<file path="src/rtl/mem_stage_lsu_pkg.sv">
// Shared LSU types and RV32I load/store func3 codes.
// Imported by mem_stage_lsu and lsu_lane_align.
package definitions;

  typedef enum logic [1:0] {
    IDLE,
    BUSY,
    DONE
  } lsuState_t;

  typedef enum logic [1:0] {
    BYTE,
    HALF,
    WORD
  } memWidth_t;

  localparam logic [2:0] LB  = 3'b000;
  localparam logic [2:0] LH  = 3'b001;
  localparam logic [2:0] LW  = 3'b010;
  localparam logic [2:0] LBU = 3'b100;
  localparam logic [2:0] LHU = 3'b101;
  localparam logic [2:0] SB  = 3'b000;
  localparam logic [2:0] SH  = 3'b001;
  localparam logic [2:0] SW  = 3'b010;

  function automatic memWidth_t f3_width(
    input logic [2:0] f3
  );
    memWidth_t w;
    unique case (f3[1:0])
      2'b00:   w = BYTE;
      2'b01:   w = HALF;
      default: w = WORD;
    endcase
    return w;
  endfunction

endpackage

</file>
<file path="src/rtl/mem_stage_lsu_lane_align.sv">
// Byte-lane steering: store enables/replicated data,
// and lane select plus sign/zero extension for loads.
module lsu_lane_align
  import definitions::*;
(
  input  memWidth_t   width,
  input  logic [1:0]  off,
  input  logic [31:0] sdata,
  input  logic [31:0] rdata,
  input  logic        zext,
  output logic [3:0]  be,
  output logic [31:0] wdata,
  output logic [31:0] ldata
);

  logic [7:0]  b_l;
  logic [15:0] h_l;

  always_comb begin
    b_l = rdata[{off, 3'b000} +: 8];
    h_l = off[1] ? rdata[31:16] : rdata[15:0];
  end

  always_comb begin
    be    = 4'b1111;
    wdata = sdata;
    ldata = rdata;
    unique case (width)
      BYTE: begin
        be    = 4'b0001 << off;
        wdata = {4{sdata[7:0]}};
        ldata = {{24{~zext & b_l[7]}}, b_l};
      end
      HALF: begin
        be    = off[1] ? 4'b1100 : 4'b0011;
        wdata = {2{sdata[15:0]}};
        ldata = {{16{~zext & h_l[15]}}, h_l};
      end
      default: begin
        be    = 4'b1111;
        wdata = sdata;
        ldata = rdata;
      end
    endcase
  end

endmodule

</file>
<file path="src/rtl/mem_stage_lsu.sv">
// MEM-stage load/store unit: req/ack data bus FSM with stall.
// Optional misalignment trap: LSU_MISALIGN_TRAP_EN.
module mem_stage_lsu
  import definitions::*;
(
  input  logic        clk,
  input  logic        rstN,
  input  logic        memRead_MEM_IN,
  input  logic        memWrite_MEM_IN,
  input  logic [2:0]  func3_MEM_IN,
  input  logic [31:0] addr_MEM_IN,
  input  logic [31:0] storeData_MEM_IN,
  output logic        stall_MEM,
  output logic [31:0] loadData_MEM_Out,
  output logic        dmem_req,
  output logic        dmem_we,
  output logic [31:0] dmem_addr,
  output logic [3:0]  dmem_be,
  output logic [31:0] dmem_wdata,
  input  logic        dmem_ack,
  input  logic [31:0] dmem_rdata
`ifdef LSU_MISALIGN_TRAP_EN
  ,
  output logic        misalign_MEM_Out
`endif
);

  lsuState_t state;
  memWidth_t width_in;
  memWidth_t width_q;
  memWidth_t width_sel;
  logic [1:0]  off_q;
  logic [1:0]  off_sel;
  logic        zext_q;
  logic        zext_sel;
  logic        access;
  logic        trap;
  logic        pending;
  logic [3:0]  be_w;
  logic [31:0] wdata_w;
  logic [31:0] ldata_w;

  assign width_in = f3_width(func3_MEM_IN);
  assign access   = memRead_MEM_IN | memWrite_MEM_IN;

`ifdef LSU_MISALIGN_TRAP_EN
  logic mis;
  always_comb begin
    mis = 1'b0;
    unique case (width_in)
      HALF:    mis = addr_MEM_IN[0];
      WORD:    mis = |addr_MEM_IN[1:0];
      default: mis = 1'b0;
    endcase
  end
  assign trap = access & mis & (state == IDLE);
  assign misalign_MEM_Out = trap;
`else
  assign trap = 1'b0;
`endif

  assign pending = access & ~trap;
  assign stall_MEM = (state == BUSY)
                   | ((state == IDLE) & pending);
  assign dmem_req = (state == BUSY);

  // Issue decode uses live inputs; the ack path
  // uses what was latched when the request went out.
  always_comb begin
    width_sel = width_in;
    off_sel   = addr_MEM_IN[1:0];
    zext_sel  = func3_MEM_IN[2];
    if (state == BUSY) begin
      width_sel = width_q;
      off_sel   = off_q;
      zext_sel  = zext_q;
    end
  end

  lsu_lane_align u_align (
    .width (width_sel),
    .off   (off_sel),
    .sdata (storeData_MEM_IN),
    .rdata (dmem_rdata),
    .zext  (zext_sel),
    .be    (be_w),
    .wdata (wdata_w),
    .ldata (ldata_w)
  );

  always_ff @(posedge clk or negedge rstN) begin
    if (!rstN) begin
      state            <= IDLE;
      dmem_we          <= 1'b0;
      dmem_addr        <= '0;
      dmem_be          <= '0;
      dmem_wdata       <= '0;
      width_q          <= BYTE;
      off_q            <= '0;
      zext_q           <= 1'b0;
      loadData_MEM_Out <= '0;
    end else begin
      unique case (state)
        IDLE: begin
          if (pending) begin
            state      <= BUSY;
            dmem_we    <= memWrite_MEM_IN;
            dmem_addr  <= {addr_MEM_IN[31:2], 2'b00};
            dmem_be    <= be_w;
            dmem_wdata <= wdata_w;
            width_q    <= width_in;
            off_q      <= addr_MEM_IN[1:0];
            zext_q     <= func3_MEM_IN[2];
          end
        end
        BUSY: begin
          if (dmem_ack) begin
            state <= DONE;
            if (!dmem_we) loadData_MEM_Out <= ldata_w;
          end
        end
        DONE:    state <= IDLE;
        default: state <= IDLE;
      endcase
    end
  end

endmodule
</file>
<file path="config.mk">
export PLATFORM = sky130hd
export DESIGN_NAME = mem_stage_lsu
export DESIGN_NICKNAME = d
export VERILOG_FILES = /design/src/rtl/mem_stage_lsu_pkg.sv /design/src/rtl/mem_stage_lsu_lane_align.sv /design/src/rtl/mem_stage_lsu.sv
export SDC_FILE = /design/constraint.sdc
export NUM_CORES = 1
export LEC_CHECK = 0
export ABC_AREA = 0
export CAP_MARGIN = 0
export CORE_UTILIZATION = 30
export DETAILED_ROUTE_END_ITERATION = 7
export MAX_ROUTING_LAYER = met4
export PLACE_DENSITY_LB_ADDON = 0.15
export SYNTH_ARGS = -nofsm -noshare
export SYNTH_HDL_FRONTEND = slang
export SYNTH_SLANG_ARGS = --single-unit
</file>
<file path="constraint.sdc">
create_clock -name clk -period 2.4 [get_ports clk]
set_input_delay 0.6 -clock clk [delete_from_list [all_inputs] [get_ports clk]]
set_output_delay 0.6 -clock clk [all_outputs]
set_load 0.05 [all_outputs]
</file>
==> impl_metrics.csv <==
group,metric,value,unit
placement,dp_hpwl,11200,um
global_routing,grt_pass1_wl,24400,um
global_routing,overflow,0,
detailed_routing,avgViaCountPerCell,4.90,
sta,setup_viol,0,
sta,holdWs,0.306,ns
logic_synthesis,ys_ff_latch,106,
global_routing,gr-usage-all-layers,18.7,%
placement,postPlaceCellArea,7600,um^2
setup_path,critical_path_depth,1,
logic_synthesis,ys_async_sr_fraction,100,%
layout,syn2layout_area_growth,55.9,%
layout,diodes,0,
outcome,status,"complete, no violations",
clock_network,htreeDepth,3,
layout,final_common_cell,"clkdlybuf4s50_1",
placement,place_ws,-0.0479,ns
logic_synthesis,synth_enable_flop_cells,0,
clock_network,cts_setup_buffers,0,
clock_network,clk_pin_slew,0.07,ns
die,die_x,132,um
logic_synthesis,postSynthCellCount,445,
clock_network,clkSinkCount,106,
setup_path,r2r_cells,7,
logic_synthesis,seq_area_frac_synth,52.3,%
layout,layout_common_cells,"clkdlybuf4s50_1 (201), dfrtp_1 (106), mux2_2 (43), nor2_1 (42), mux2i_1 (31)",
detailed_routing,ant_nets,0,
layout,regArea,2650,um^2
setup_path,cp-start-kind,"flop",
setup_path,r2r_end,"loadData_MEM_Out[27]",
run,maxCapViolCount,0,
die,ioPinCount,207,
setup_path,cp_max_fo,4,
setup_path,path_delay_family,"buffers and inverters",
sta,slew_viol_final,0,
setup_path,max_stage_delay,0.84,ns
setup_path,path_class,"reg2out",
placement,gp_congestion,0.859,
logic_synthesis,syn-cell-area,5070,um^2
clock_network,cts_tree,"yes",
die,core_area,16500,um^2
power_and_ir_drop,p_leak,3.33,nW
detailed_routing,routed_wirelength,15300,um
layout,nFillCells,1490,
setup_path,critPathBufInv,1,
detailed_routing,drt-pass1-iter-count,5,
logic_synthesis,synth-warning-count,0,
sta,rsz0062_at_grt,"no",
setup_path,required,1.80,ns
sta,period_needed,2.22,ns
logic_synthesis,synthFlopType,"dfrtp_1",
sta,fin_skew,0.00804,ns
setup_path,critPathCaptureType,"primary output",
die,start_util,30.7,%
placement,port_buffers,204,
layout,final_area,7910,um^2
sta,hold_viol,0,
global_routing,grt_max_degree,107,
layout,nets,761,
sta,min_period_over_period,92.5,%
clock_network,ctsHoldBuffers,0,
sta,setup_slack,0.179,ns
detailed_routing,dr.first_iter.drc_count,173,
logic_synthesis,avgSynthCellArea,11.4,um^2
clock_network,clock-root-buffer,"clkbuf_16",
clock_network,clockBufferDepth,2,
sta,tightestPinTransition,0.637,ns
detailed_routing,post_drt_wl_per_cell,17.4,um
die,die_area,17400,um^2
logic_synthesis,synth_cell_type_count,47,
layout,layout-drive-gt1-share,16.6,%
setup_path,slowest_stage,"clkdlybuf4s50_1",
power_and_ir_drop,power_density,1660,nW/um^2
setup_path,reg2reg_slack,0.22,ns
clock_network,clock_latency,0.35,ns
power_and_ir_drop,ir_worst_vdd,0.000686,V
die,rows,47,
global_routing,antenna_found_initial,0,
setup_path,r2r_start,"state[1]",
layout,multi_input_area,2230,um^2
setup_path,worstPathCellList,"clkdlybuf4s50_1",
sta,max_freq,450,MHz
setup_path,setup.worst_path.end,"dmem_we",
setup_path,startpoint,"dmem_we",
setup_path,worstPathArrival,1.62,ns
die,die_h,132,um
hold_path,hold_path_class,"in2async",
detailed_routing,vias,4323,
sta,slew_headroom,57.5,%
clock_network,tritoncts.num_buffers,9,
detailed_routing,drcViolationCount,0,
global_routing,grt_pass1_vias,4541,
## report_power, final
group / switching [mW] / total, mW / internal (mW) / leakage (nW)
Sequential: 0.552 / 3.25 / 2.70 / 1.24
Clock: 0.690 / 1.54 / 0.846 / 0.148
Combinational: 5.19 / 8.36 / 3.16 / 1.94
## synth_stat cells (2+ instances only)
| master | instances | area share [%] |
|---|---|---|
| nand3b_1 | 3 | 0.44 |
| a21o_1 | 10 | 1.5 |
| dfrtp_1 | 106 | 52 |
| a21oi_1 | 26 | 2.6 |
| buf_6 | 3 | 0.67 |
| o21ai_2 | 2 | 0.35 |
| nand2b_1 | 3 | 0.37 |
| a221oi_1 | 5 | 0.86 |
| a31oi_1 | 25 | 3.1 |
| a221o_1 | 7 | 1.4 |
| inv_1 | 9 | 0.67 |
| a221oi_2 | 2 | 0.59 |
| or3_1 | 3 | 0.37 |
| o21ai_0 | 22 | 2.2 |
| clkbuf_1 | 17 | 1.3 |
| nor2_1 | 42 | 3.1 |
| mux2i_1 | 31 | 6.1 |
| mux2_2 | 43 | 9.6 |
| buf_2 | 4 | 0.39 |
| mux2_4 | 2 | 0.59 |
| a211oi_1 | 9 | 1.3 |
| mux2i_4 | 3 | 1.3 |
| nand2_1 | 23 | 1.7 |
| buf_4 | 8 | 1.2 |
| o21ai_1 | 8 | 0.79 |
| a22oi_1 | 8 | 1.2 |
## final cells by class
type,count,share of cell area [%]
Clock buffer,11,3.07
Clock inverter,5,0.791
Inverter,10,0.538
Multi-Input combinational cell,298,28.3
Sequential cell,106,33.6
Tap cell,220,3.48
Timing Repair Buffer,232,30.3
## worst min-delay path by stage
stage	slack (ns)	startpoint	depth (start not counted)	endpoint
6_report	0.31	rstN	2	loadData_MEM_Out[19]
5_1_grt	0.35	rstN	2	loadData_MEM_Out[19]
4_1_cts	0.34	rstN	2	loadData_MEM_Out[19]
3_5_place_dp	0.47	dmem_wdata[25]	1	dmem_wdata[25]
3_3_place_gp	0.46	dmem_wdata[17]	2	dmem_wdata[17]
2_1_floorplan	0.30	rstN	0	dmem_addr[10]
## repair_timing
action / in CTS / in global routing
endpoints found under the setup margin: 0 / 1
resized for setup: 0 / 1
endpoints found under the hold margin: 0 / 0
## metrics by stage
step	TNS [ns]	std cells	power [mW]	utilization [%]
after floorplan	0	446	8.70	-
after global placement	-0.0144	866	11.6	46.0
after detailed placement	-0.197	866	11.7	46.0
after CTS	0	882	13.3	47.8
after global routing	0	882	13.8	47.8
final	0	882	13.1	47.8
## kinds of logic (layout without fill, tap and decap cells)
family	after synthesis	after routing	synth area share, %
AO/OA/AOI/OAI	134	134	17.7
flip-flops	106	106	52.3
AND/OR/NAND/NOR	83	83	7.92
multiplexers	79	79	17.6
buffers and inverters	42	258	4.34
other	1	2	0.0740
## metal layers
metal / part of all wire (%) / wire, um / track usage [%]
met5: 0 / 0 / -
met4: 1.5 / 226 / 5.49
met3: 7.1 / 1080 / 6.04
met2: 51 / 7770 / 31.3
met1: 41 / 6240 / 21.3
## sequential cells by signal, summed over array words and instances, names as in the netlist
register and flops:
dmem_addr 30, dmem_wdata 32, dmem_we 1, off_q 2, zext_q 1, loadData_MEM_Out 32
state 2, width_q 2, dmem_be 4
Note: power is estimated with default switching activity, not from simulation.
